## src/rtl/sdram_arbiter.sv

```systemverilog
// sdram_arbiter: three-port arbiter (CPU r/w, sprite burst, fix-layer read) in front of one SDRAM controller.
// p2 is promoted to top priority after STARVE_LIMIT consecutive lost arbitrations.
module sdram_arbiter #(
  parameter int STARVE_LIMIT = 8
) (
  input  logic        clk,
  input  logic        reset,
  input  logic        p0_req,
  input  logic        p0_we,
  input  logic [24:0] p0_addr,
  input  logic [15:0] p0_din,
  input  logic [1:0]  p0_wtbt,
  output logic [15:0] p0_dout,
  output logic        p0_ack,
  input  logic        p1_req,
  input  logic [24:0] p1_addr,
  output logic [63:0] p1_dout,
  output logic        p1_ack,
  input  logic        p2_req,
  input  logic [24:0] p2_addr,
  output logic [15:0] p2_dout,
  output logic        p2_ack,
  output logic [24:0] sd_addr,
  output logic [15:0] sd_din,
  output logic [1:0]  sd_wtbt,
  output logic        sd_we,
  output logic        sd_rd,
  output logic        sd_rd_type,
  input  logic [63:0] sd_dout,
  input  logic        sd_ready,
  output logic        busy
);
  typedef enum logic [1:0] {IDLE, ISSUE, WAIT, DONE} state_t;
  localparam int CW = $clog2(STARVE_LIMIT + 1);
  localparam logic [CW-1:0] LIM = CW'(STARVE_LIMIT);
  state_t state, next;
  logic [1:0] sel, gnt;
  logic [CW-1:0] starve_cnt;
  logic any, wr_sel, wr;
  always_comb begin
    any = p0_req | p1_req | p2_req;
    sel = (p2_req && (starve_cnt >= LIM || !(p0_req || p1_req))) ? 2'd2 : p1_req ? 2'd1 : 2'd0;
    wr_sel = sel == 2'd0 && p0_we;
    busy = state != IDLE;
    next = state;
    case (state)
      IDLE:    next = any ? ISSUE : IDLE;
      ISSUE:   next = WAIT;
      WAIT:    next = sd_ready ? DONE : WAIT;
      default: next = IDLE;
    endcase
  end
  always_ff @(posedge clk or posedge reset) begin
    if (reset) state <= IDLE;
    else state <= next;
  end
  // strobes and acks default low so each is a single-cycle pulse
  always_ff @(posedge clk or posedge reset) begin
    if (reset) begin
      gnt <= 2'd0;
      wr <= 1'b0;
      starve_cnt <= '0;
      sd_addr <= '0;
      sd_din <= '0;
      sd_wtbt <= '0;
      sd_rd <= 1'b0;
      sd_we <= 1'b0;
      sd_rd_type <= 1'b0;
      p0_dout <= '0;
      p1_dout <= '0;
      p2_dout <= '0;
      p0_ack <= 1'b0;
      p1_ack <= 1'b0;
      p2_ack <= 1'b0;
    end else begin
      sd_rd <= 1'b0;
      sd_we <= 1'b0;
      p0_ack <= 1'b0;
      p1_ack <= 1'b0;
      p2_ack <= 1'b0;
      if (state == IDLE && any) begin
        gnt <= sel;
        wr <= wr_sel;
        sd_addr <= sel == 2'd1 ? p1_addr : sel == 2'd2 ? p2_addr : p0_addr;
        sd_din <= wr_sel ? p0_din : '0;
        sd_wtbt <= wr_sel ? p0_wtbt : 2'b00;
        sd_rd_type <= sel == 2'd1;
        sd_rd <= !wr_sel;
        sd_we <= wr_sel;
        if (sel == 2'd2) starve_cnt <= '0;
        else if (p2_req && starve_cnt < LIM) starve_cnt <= starve_cnt + 1'b1;
      end
      if (state == WAIT && sd_ready) begin
        p0_ack <= gnt == 2'd0;
        p1_ack <= gnt == 2'd1;
        p2_ack <= gnt == 2'd2;
        if (gnt == 2'd1) p1_dout <= sd_dout;
        if (gnt == 2'd2) p2_dout <= sd_dout[63:48];
        if (gnt == 2'd0 && !wr) p0_dout <= sd_dout[63:48];
      end
    end
  end
endmodule

```

## config.mk

```make
export PLATFORM = sky130hd
export DESIGN_NAME = sdram_arbiter
export DESIGN_NICKNAME = d
export VERILOG_FILES = /design/src/rtl/sdram_arbiter.sv
export SDC_FILE = /design/constraint.sdc
export NUM_CORES = 1
export LEC_CHECK = 0
export CORE_ASPECT_RATIO = 0.5
export CORE_MARGIN = 2
export CORE_UTILIZATION = 55
export CTS_CLUSTER_DIAMETER = 60
export DETAILED_ROUTE_END_ITERATION = 12
export DONT_BUFFER_PORTS = 1
export GPL_ROUTABILITY_DRIVEN = 0
export PLACE_DENSITY = 0.7
export RECOVER_POWER = 25
export SLEW_MARGIN = 20
export SYNTH_ARGS = -nofsm -noshare
export SYNTH_HDL_FRONTEND = slang
export SYNTH_SLANG_ARGS = --single-unit
```

## constraint.sdc

```tcl
create_clock -name clk -period 15.65 [get_ports clk]
set_input_delay 3.9125 -clock clk [delete_from_list [all_inputs] [get_ports clk]]
set_output_delay 3.9125 -clock clk [all_outputs]
set_load 0.03 [all_outputs]
```

==> key figures <==
CTS
  • Number of buffers created by CTS: 17
  • H-tree depth: 4
  • Hold Buf Count CTS: 0
  • Post_cts resized: 0
  • Clk_lat worst skew: 0.40 ns
  • Clock Sink Count: 153
  • Clk pin slew, worst setup/hold paths: 0.06 ns
  • CTS max path bufs: 2
  • CTS tree: built
  • Post-CTS setup repair buffer count: 0
  • Clk root buf: clkbuf_16

Final layout
  • Fraction of layout cells with a size suffix above 1: 29.0%
  • Fin nets: 608
  • Inserted Diodes: 0
  • Final core utilization: 62.1%
  • Area Overhead vs Synth: 9.37%
  • Fin cells: 596

Detailed routing
  • DR pass1 iterations: 4
  • Drt drc: 0
  • DR vias/cell: 6.51
  • Final antenna-violating net count: 0
  • Detailed Route Iter0 Violations: 240
  • DR vias: 3881
  • Final wirelength: 14.9 mm
  • WL/cell: 24.9 µm

Floorplan
  • Row count: 27
  • Core ar.: 0.0110 mm²
  • Ports: 310
  • Chip Width: 155 µm
  • Initial Util: 56.8%
  • Die area: 0.0123 mm²
  • Vert. Die Dim: 79.5 µm

STA
  • FMAX: 149 MHz
  • Slew Viols, Final: 166
  • Final setup fails: 0
  • Setup Skew: 0.0130 ns
  • Minimum clock period: 6.71 ns
  • RSZ-0062 raised after global routing: false
  • Fin. Hold Viols: 0
  • Slew margin rel.: -129%
  • Setup TNS: 0 ns
  • Slew @ Worst Pin: 3.44 ns
  • Final period util: 42.9%

Worst setup path
  • WP data arrival: 6.98 ns
  • Slack of the worst reg-to-reg path: 11.79 ns
  • Worst r2r src: state[0]
  • Reg2Reg Depth: 5
  • R2R Path End: p1_dout[11]
  • Required @ worst endpoint: 15.92 ns
  • CP startpoint kind: input port
  • Worst Setup End Kind: flop
  • Setup CP Type: in -> reg
  • Critical path peak fanout: 65

Power and ir drop
  • Lkg Pwr: 3.00 nW
  • PwrDens: 260 mW/mm²
  • VDD IR max: 0.105 mV

Logic synthesis
  • Mapped cell area: 0.00628 mm²
  • Async SR Flop Fraction: 100%
  • Syn Inst Count: 452
  • Syn nets: 621
  • Library cells used by synthesis: 32
  • YS warnings: 0
  • #FFs+latches synth: 153
  • Post-synth EDFFs: 0
  • Primary FF master, synth: dfrtp_1
  • Mapped Avg Cell Area: 13.9 µm²
  • Sequential-to-total area share from yosys stat: 61.0%

GRT
  • Initial antenna violation count: 0
  • Pin count of the biggest net entering global routing: 87
  • Total gr overflow: 0
  • Total GRT Usage: 23.6%
  • Vias in the first global route: 3938
  • First-pass GRT wire length: 22.3 mm

Run status
  • Failing checks: max-capacitance violations, max-slew violations
  • Status: complete, but fails checks

Hold path
  • Hold Path Class: reg -> reg
  • Hold Path End: wr
  • WHS Path Cells: 1
  • Hold Crit Start: wr

Run
  • Max Cap Viol: 3

Placement
  • HPWL Detailed: 10.6 mm
  • Port buffer count: 0
  • Cell count after placement: 565
report_power, final:
| part | internal, mW | leakage [nW] | switching, mW |
|---|---|---|---|
| combinational | 0.180 | 0.846 | 0.152 |
| clock | 0.238 | 0.280 | 0.155 |
| sequential | 0.572 | 1.88 | 0.488 |
| total | 0.990 | 3.00 | 0.794 |
cell type report:
| class | count | area (µm²) |
|---|---|---|
| inverters | 11 | 42.5 |
| multi-input cells | 252 | 2220 |
| clock buffers | 20 | 447 |
| repair buffers | 4 | 22.5 |
| fillers | 828 | 4180 |
| flip-flops and latches | 153 | 3830 |
| well taps | 145 | 181 |
| clock inverters | 11 | 123 |
worst max-delay path: stages:
cell	delay [ns]
nand4b_1	0.07
clkbuf_1	2.41
mux2_2	0.51
cells by family after synthesis:
group / count (synthesis) / synth area share [%]
compound gates: 107 / 13.2
fa+ha+maj: 5 / 0.997
buf+inv: 47 / 3.63
flops: 153 / 61.0
mux: 96 / 17.8
simple gates: 44 / 3.41
cell usage after synthesis (2+ instances only):
| cell type | count | area [µm²] |
|---|---|---|
| a21o_1 | 3 | 22.5 |
| a21oi_1 | 2 | 10.0 |
| a22o_1 | 18 | 158 |
| a31oi_1 | 26 | 163 |
| a32oi_1 | 25 | 219 |
| buf_2 | 22 | 110 |
| clkbuf_1 | 12 | 45.0 |
| dfrtp_1 | 153 | 3830 |
| ha_1 | 5 | 62.6 |
| inv_1 | 10 | 37.5 |
| mux2_2 | 86 | 968 |
| mux2_4 | 10 | 150 |
| nand2_1 | 8 | 30.0 |
| nand3_1 | 2 | 10.0 |
| nand4b_1 | 2 | 17.5 |
| nor2_1 | 26 | 97.6 |
| o211ai_1 | 25 | 188 |
| o21ai_0 | 2 | 10.0 |
| o21bai_1 | 2 | 15.0 |
metrics by stage:
step / instance area, µm² / worst slack (ns) / hold slack, ns / total power, mW
floorplan: 6280 / 7.62 / 0.473 / 1.30
global placement: 6310 / 10.31 / 0.484 / 1.37
detailed placement: 6310 / 10.14 / 0.518 / 1.40
CTS: 6880 / 10.29 / 0.533 / 1.79
global route: 6870 / 8.66 / 0.572 / 1.87
finish: 6870 / 8.94 / 0.540 / 1.78
how the worst max path moves through the flow:
| stage | start | to | slack [ns] | cells after the start |
|---|---|---|---|---|
| 2_1_floorplan | reset | gnt[0] | 7.62 | 1 |
| 3_3_place_gp | reset | sd_addr[14] | 10.31 | 2 |
| 3_5_place_dp | p0_req | sd_addr[15] | 10.14 | 3 |
| 4_1_cts | state[0] | busy | 10.29 | 3 |
| 5_1_grt | sd_ready | p1_dout[42] | 8.66 | 3 |
| 6_report | sd_ready | p1_dout[11] | 8.94 | 3 |
cell usage in the layout, fill, tap and decap left out, drive strengths merged:
| master | netlist | final |
|---|---|---|
| nor2 | 26 | 26 |
| o211ai | 25 | 25 |
| dfrtp | 153 | 153 |
| bufinv | 0 | 2 |
| buf | 24 | 1 |
| o21bai | 2 | 2 |
| a21oi | 2 | 2 |
| inv | 10 | 10 |
| o31ai | 1 | 1 |
| nand4b | 3 | 3 |
| clkbuf | 12 | 23 |
| clkinv | 1 | 8 |
| clkinvlp | 0 | 2 |
| a31oi | 26 | 26 |
| nor4 | 1 | 1 |
| mux2 | 96 | 96 |
| a22o | 18 | 18 |
| ha | 5 | 5 |
| nand3 | 2 | 2 |
| a32oi | 25 | 25 |
| nor3 | 1 | 1 |
| a21o | 3 | 3 |
| o31a | 1 | 1 |
| nor2b | 2 | 2 |
| nand2 | 8 | 8 |
| o21ai | 2 | 2 |
| and4bb | 1 | 1 |
| o22a | 1 | 1 |
| a21boi | 1 | 1 |
registers in the layout, summed over array words and instances, names as in the netlist:
signal	cells
sd_addr	25
wr	1
p0_ack	1
p2_dout	16
p1_dout	64
sd_din	16
gnt	2
sd_we	1
p2_ack	1
p1_ack	1
p0_dout	16
sd_rd	1
state	2
sd_wtbt	2
starve_cnt	4
layer usage:
| layer | routed length (µm) | GRT usage, % | vias up | part of all wire [%] |
|---|---|---|---|---|
| li1 | - | - | 1652 | - |
| met1 | 5430 | 26.2 | 2030 | 37 |
| met2 | 7890 | 42.6 | 184 | 53 |
| met3 | 1370 | 9.23 | 15 | 9.2 |
| met4 | 174 | 6.76 | 0 | 1.2 |
| met5 | 0 | 0 | - | 0 |
No activity file was read; power rests on OpenSTA's default activity.
